[config.mk]
export PLATFORM = sky130hd
export DESIGN_NAME = mshr_rsp
export DESIGN_NICKNAME = d
export VERILOG_FILES = /design/src/rtl/mshr_rsp_pkg.sv /design/src/rtl/mshr_rsp_pe.sv /design/src/rtl/mshr_rsp.sv
export SDC_FILE = /design/constraint.sdc
export NUM_CORES = 1
export LEC_CHECK = 0
export BUFFER_PORTS_ARGS = -buffer_cell sky130_fd_sc_hd__buf_2
export CORE_MARGIN = 1.5
export CORE_UTILIZATION = 40
export CTS_BUF_LIST = sky130_fd_sc_hd__clkbuf_2
export CTS_CLUSTER_DIAMETER = 50
export DETAILED_ROUTE_END_ITERATION = 8
export GPL_TIMING_DRIVEN = 0
export PLACE_DENSITY = 0.75
export SYNTH_ARGS = -nofsm -noshare
export SYNTH_HDL_FRONTEND = slang
export SYNTH_SLANG_ARGS = --single-unit
[constraint.sdc]
create_clock -name clk -period 8.1 [get_ports clk]
set_clock_uncertainty 0.05 [all_clocks]
set_input_delay 0.405 -clock clk [delete_from_list [all_inputs] [get_ports clk]]
set_output_delay 0.405 -clock clk [all_outputs]
set_load 0.05 [all_outputs]
[src/rtl/mshr_rsp_pkg.sv]
// Shared D-cache miss-path types and widths used by the MSHR response stage.
package mshr_rsp_pkg;

  localparam int DCACHE_TAG_W        = 20;
  localparam int DCACHE_IDX_W        = 6;
  localparam int DCACHE_WORD_IN_BITS = 64;
  localparam int DEF_MEM_TAG_W       = 4;

  typedef enum logic [1:0] {
    NONE  = 2'd0,
    GET_S = 2'd1,
    GET_M = 2'd2,
    PUT_M = 2'd3
  } message_t;

  typedef enum logic [1:0] {
    BUS_NONE  = 2'd0,
    BUS_LOAD  = 2'd1,
    BUS_STORE = 2'd2
  } bus_command_t;

  function automatic logic is_get(input message_t m);
    return (m == GET_S) || (m == GET_M);
  endfunction

endpackage

[src/rtl/mshr_rsp_pe.sv]
// Lowest-index priority encoder: picks the first set bit of req.
module mshr_rsp_pe #(
  parameter int N = 8,
  parameter int W = 3
) (
  input  logic [N-1:0] req,
  output logic [W-1:0] idx,
  output logic         vld
);

  // Scan high to low so the lowest set bit is the last one written.
  always_comb begin
    idx = '0;
    vld = 1'b0;
    for (int i = N - 1; i >= 0; i--) begin
      if (req[i]) begin
        idx = W'(i);
        vld = 1'b1;
      end
    end
  end

endmodule

[src/rtl/mshr_rsp.sv]
// MSHR response stage: issues bus commands, tracks outstanding fetches, emits fills.
// Define MSHR_RSP_BYPASS_EN for combinational (0-cycle) fill outputs.
module mshr_rsp
  import mshr_rsp_pkg::*;
#(
  parameter int RSP_NUM   = 8,
  parameter int RSP_IDX_W = 3,
  parameter int MEM_TAG_W = DEF_MEM_TAG_W
) (
  input  logic                           clk,
  input  logic                           rst_n,
  input  logic                           iss_en_i,
  input  logic [DCACHE_TAG_W-1:0]        iss_tag_i,
  input  logic [DCACHE_IDX_W-1:0]        iss_idx_i,
  input  logic [DCACHE_WORD_IN_BITS-1:0] iss_data_i,
  input  message_t                       iss_message_i,
  output logic                           iss_ack_o,
  output bus_command_t                   mem_cmd_o,
  output logic [63:0]                    mem_addr_o,
  output logic [63:0]                    mem_data_o,
  input  logic [MEM_TAG_W-1:0]           mem_rsp_tag_i,
  input  logic [MEM_TAG_W-1:0]           mem_tag_i,
  input  logic [63:0]                    mem_data_i,
  output logic                           fill_en_o,
  output logic [DCACHE_TAG_W-1:0]        fill_tag_o,
  output logic [DCACHE_IDX_W-1:0]        fill_idx_o,
  output logic [63:0]                    fill_data_o,
  output message_t                       fill_message_o,
  output logic                           full_o
);

  logic [RSP_NUM-1:0]      vld_q;
  logic [MEM_TAG_W-1:0]    mtag_q [RSP_NUM];
  logic [DCACHE_TAG_W-1:0] tag_q  [RSP_NUM];
  logic [DCACHE_IDX_W-1:0] idx_q  [RSP_NUM];
  message_t                msg_q  [RSP_NUM];

  logic [RSP_IDX_W-1:0]    free_idx;
  logic                    free_vld;
  logic                    alloc;
  logic                    hit_any;
  logic [RSP_IDX_W-1:0]    hit_idx;

  logic                    fill_en_d;
  logic [DCACHE_TAG_W-1:0] fill_tag_d;
  logic [DCACHE_IDX_W-1:0] fill_idx_d;
  logic [63:0]             fill_data_d;
  message_t                fill_msg_d;

  assign full_o = &vld_q;

  // Command path is purely combinational from the head-of-queue request.
  always_comb begin
    mem_cmd_o = BUS_NONE;
    if (iss_en_i) begin
      if (iss_message_i == PUT_M)
        mem_cmd_o = BUS_STORE;
      else if (is_get(iss_message_i) && !full_o)
        mem_cmd_o = BUS_LOAD;
    end
  end

  assign iss_ack_o  = (mem_cmd_o != BUS_NONE) && (mem_rsp_tag_i != '0);
  assign mem_addr_o = {{(64 - DCACHE_TAG_W - DCACHE_IDX_W - 3){1'b0}}, iss_tag_i, iss_idx_i, 3'b000};
  assign mem_data_o = iss_data_i;
  assign alloc      = iss_ack_o && is_get(iss_message_i) && free_vld;

  mshr_rsp_pe #(
    .N (RSP_NUM),
    .W (RSP_IDX_W)
  ) u_pe (
    .req (~vld_q),
    .idx (free_idx),
    .vld (free_vld)
  );

  // Memory tags are unique, so at most one registered entry can hit.
  always_comb begin
    hit_any = 1'b0;
    hit_idx = '0;
    for (int i = 0; i < RSP_NUM; i++) begin
      if (vld_q[i] && (mem_tag_i != '0) && (mtag_q[i] == mem_tag_i)) begin
        hit_any = 1'b1;
        hit_idx = RSP_IDX_W'(i);
      end
    end
  end

  always_comb begin
    fill_en_d   = hit_any;
    fill_tag_d  = hit_any ? tag_q[hit_idx] : '0;
    fill_idx_d  = hit_any ? idx_q[hit_idx] : '0;
    fill_data_d = hit_any ? mem_data_i     : '0;
    fill_msg_d  = hit_any ? msg_q[hit_idx] : NONE;
  end

  // Allocation only targets free slots and retire only valid ones, so they never collide.
  always_ff @(posedge clk) begin
    if (!rst_n) begin
      vld_q <= '0;
      for (int i = 0; i < RSP_NUM; i++) begin
        mtag_q[i] <= '0;
        tag_q[i]  <= '0;
        idx_q[i]  <= '0;
        msg_q[i]  <= NONE;
      end
    end else begin
      if (hit_any) begin
        vld_q[hit_idx]  <= 1'b0;
        mtag_q[hit_idx] <= '0;
        tag_q[hit_idx]  <= '0;
        idx_q[hit_idx]  <= '0;
        msg_q[hit_idx]  <= NONE;
      end
      if (alloc) begin
        vld_q[free_idx]  <= 1'b1;
        mtag_q[free_idx] <= mem_rsp_tag_i;
        tag_q[free_idx]  <= iss_tag_i;
        idx_q[free_idx]  <= iss_idx_i;
        msg_q[free_idx]  <= iss_message_i;
      end
    end
  end

`ifdef MSHR_RSP_BYPASS_EN
  assign fill_en_o      = fill_en_d;
  assign fill_tag_o     = fill_tag_d;
  assign fill_idx_o     = fill_idx_d;
  assign fill_data_o    = fill_data_d;
  assign fill_message_o = fill_msg_d;
`else
  always_ff @(posedge clk) begin
    if (!rst_n) begin
      fill_en_o      <= 1'b0;
      fill_tag_o     <= '0;
      fill_idx_o     <= '0;
      fill_data_o    <= '0;
      fill_message_o <= NONE;
    end else begin
      fill_en_o      <= fill_en_d;
      fill_tag_o     <= fill_tag_d;
      fill_idx_o     <= fill_idx_d;
      fill_data_o    <= fill_data_d;
      fill_message_o <= fill_msg_d;
    end
  end
`endif

endmodule

==> results.json <==
{
  "async_reset_ff_share_pct": 0,
  "cp_num_buf_inv": 3,
  "final_core_util_pct": 52.0,
  "report.final.slew_viol_count": 0,
  "pwr-share-clk_pct": 33.7,
  "viasPerCell": 4.90,
  "yosys-top-cells-count": "and2_1 (325), edfxtp_1 (256), buf_4 (134)",
  "routed-via-count": 11100,
  "worstPathCellList": "nand2_1, nor3_1, nor3_1, nand2b_1, a2111oi_2, clkbuf_1, nand3b_1, buf_16, buf_8",
  "fmax_mhz": 249,
  "grt_pass1_vias": 11100,
  "ys_types": 48,
  "rr_worst_depth": 9,
  "finalCriticalPeriod_ns": 4.01,
  "crit_required_ns": 8.71,
  "grt_pass1_wl_um": 62600,
  "die_w_um": 198,
  "hold_ws_ns": 0.0934,
  "cp_top_family": "simple AND/OR/NAND/NOR gates",
  "netlist_area_um2": 15200,
  "path_class": "flop to flop",
  "maxSlewHeadroom_pct": 24.3,
  "dr.first_iter.drc_count": 1086,
  "numClockSinks": 357,
  "routabilityCongestion": 0.847,
  "fin_nets": 1845,
  "grt_max_degree": 33,
  "cts_tree": "built",
  "numCtsBuffers": 90,
  "start_kind": "flop",
  "setup_viol": 0,
  "synth_top_cell_by_area": "edfxtp_1",
  "switching_power_w": 0.00101,
  "cts_root_buf": "clkbuf_2",
  "drc_errors": 0,
  "cp_max_fo": 12,
  "tightestPinTransition_ns": 1.13,
  "worstHoldPathCells": 5,
  "fin_tns_setup_ns": 0,
  "drive_gt1_share_pct": 36.9,
  "cts_buffer_depth": 3,
  "status": "finished clean",
  "r2r_start": "vld_q[0]",
  "num_rows": 71,
  "grt_antenna_before_repair": 1,
  "synth-edff-count": 256,
  "vdd_drop_max_v": 0.0000919,
  "first_pass_iters": 9,
  "place_hpwl_um": 27900,
  "power_frac_seq_pct": 55.1,
  "synth_top_area_share_pct": 50.5,
  "ys.warnings.count": 0,
  "end_kind": "flop",
  "ys_seq_area_share_pct": 63.8,
  "ant_nets": 0,
  "synth_ff_type": "edfxtp_1",
  "die-area_um2": 39200,
  "hp-class": "input port to flop",
  "hold_path_startpoint": "iss_en_i",
  "crit_path_frequent_cell": "nor3_1",
  "maxCapViolations": 0,
  "die_h_um": 198,
  "area_growth_pct": 28.3,
  "cp_slowest_cell": "a2111oi_2",
  "syn_inst": 1149,
  "p_comb_share_pct": 11.2,
  "p_int_w": 0.00267,
  "wl_per_cell_um": 19.1,
  "hold_violations": 0,
  "worstPathArrival_ns": 4.62,
  "clk_pin_slew_ns": 0.09,
  "synth.area.top_cells": "edfxtp_1 (50%), and2_1 (13%), dfxtp_1 (13%)",
  "power-per-cell-area_nw_per_um2": 188,
  "crit_start": "vld_q[0]",
  "final_cells": 2254,
  "r2r_end": "tag_q[5][1]",
  "insertion_delay_ns": 0.97,
  "routed_wl_um": 43100,
  "num_io_pins": 392,
  "placed_cells": 1999,
  "avgSynthCellArea_um2": 13.3,
  "layout_worst_path_cycle_share_pct": 49.5,
  "htree_levels": 3,
  "rsz0062_at_grt": "no",
  "port_buffers": 288,
  "core_area_um2": 37600,
  "p_sw_share_pct": 27.4,
  "worstHoldEndpoint": "vld_q[1]",
  "max_stage_delay_ns": 0.93,
  "r2r_slack_ns": 4.09,
  "grt_use_total_pct": 21.6,
  "initial_core_util_pct": 40.5,
  "power.leakage_nw": 8.38,
  "synth-seq-cells": 357,
  "gr-total-overflow": 0,
  "yosysMostFrequentCell": "and2_1"
}
==> cell usage in the layout, fill, tap and decap left out, types with 15 or more instances in the layout <==
master,instances
conb_1,38
nand2_1,16
clkbuf_1,38
buf_2,297
o221ai_1,28
mux2_2,28
a22oi_1,28
mux2i_1,28
dlygate4sd3_1,97
nor2_1,15
and2_1,325
edfxtp_1,256
a222oi_1,28
dfxtp_1,101
xnor2_1,16
buf_4,134
clkbuf_2,136
==> what timing repair did <==
action | CTS | global route
hold buffers | 97 | 0
hold endpoints to repair | 323 | 0
resized for setup | 0 | 0
buffers inserted | 0 | 0
setup endpoints to repair | 0 | 0
==> worst max-delay path by stage <==
stage / cells after the start / slack, ns / end
floorplan: 5 / 4.11 / idx_q[7][0]
global placement: 6 / 1.96 / tag_q[7][4]
detailed placement: 10 / 3.93 / tag_q[5][4]
CTS: 9 / 4.12 / idx_q[2][5]
global route: 9 / 3.87 / tag_q[5][1]
finish: 9 / 4.09 / tag_q[5][1]
==> per-layer routing <==
metal,vias up,track usage [%],wire [µm]
met5,-,0,0
met4,0,11.5,1760
met3,144,4.74,4120
met2,651,35.8,21100
met1,5213,26.5,16200
li1,5046,-,-
==> power by group through the flow <==
| stage | clock, W | sequential [W] | combinational [W] |
|---|---|---|---|
| 2_1_floorplan | 0 | 0.00207 | 0.000247 |
| 3_3_place_gp | 0 | 0.00207 | 0.000348 |
| 3_5_place_dp | 0 | 0.00207 | 0.000371 |
| 4_1_cts | 0.00127 | 0.00202 | 0.000409 |
| 5_1_grt | 0.00135 | 0.00203 | 0.000434 |
| 6_report | 0.00124 | 0.00202 | 0.000412 |
==> final cells by class <==
type,instances,area [µm²]
Buffer,190,1290
Clock buffer,136,681
Timing Repair Buffer,399,2680
Antenna cell,1,2.50
Inverter,5,18.8
Multi-Input combinational cell,634,4380
Clock inverter,21,140
Tap cell,511,639
Sequential cell,357,9710
Fill cell,3202,18000
==> cell families after synthesis <==
family | count (synthesis) | synth area share (%)
buffers and inverters | 195 | 8.62
multiplexers | 56 | 3.91
adder cells (fa/ha/maj) | 1 | 0.0822
other | 1 | 0.0246
XOR/XNOR | 24 | 1.38
flip-flops | 357 | 63.8
AO/OA/AOI/OAI | 118 | 6.35
AND/OR/NAND/NOR | 397 | 15.9
==> worst register-to-register path: stages, from the launching register on <==
cell and delay [ns]:
dfxtp_1 0.37, nand2_1 0.19, nor3_1 0.14, nor3_1 0.31, nand2b_1 0.25, a2111oi_2 0.93
clkbuf_1 0.47, nand3b_1 0.57, buf_16 0.24, buf_8 0.18
==> registers in the layout, summed over array words and instances, names as in the netlist, 2 cells and up <==
| name | cells |
|---|---|
| fill_message_o | 2 |
| fill_data_o | 64 |
| vld_q | 8 |
| fill_tag_o | 20 |
| msg_q | 16 |
| idx_q | 48 |
| mtag_q | 32 |
| fill_idx_o | 6 |
| tag_q | 160 |
==> per-stage QoR <==
stage	cell area, µm²	setup WS, ns	total power [W]
after floorplan	15400	4.11	0.00232
after CTS	19500	4.12	0.00370
after global placement	17400	1.96	0.00242
final	19500	4.09	0.00367
after detailed placement	17700	3.93	0.00244
after global routing	19500	3.87	0.00381
Note: power is estimated with default switching activity, not from simulation.
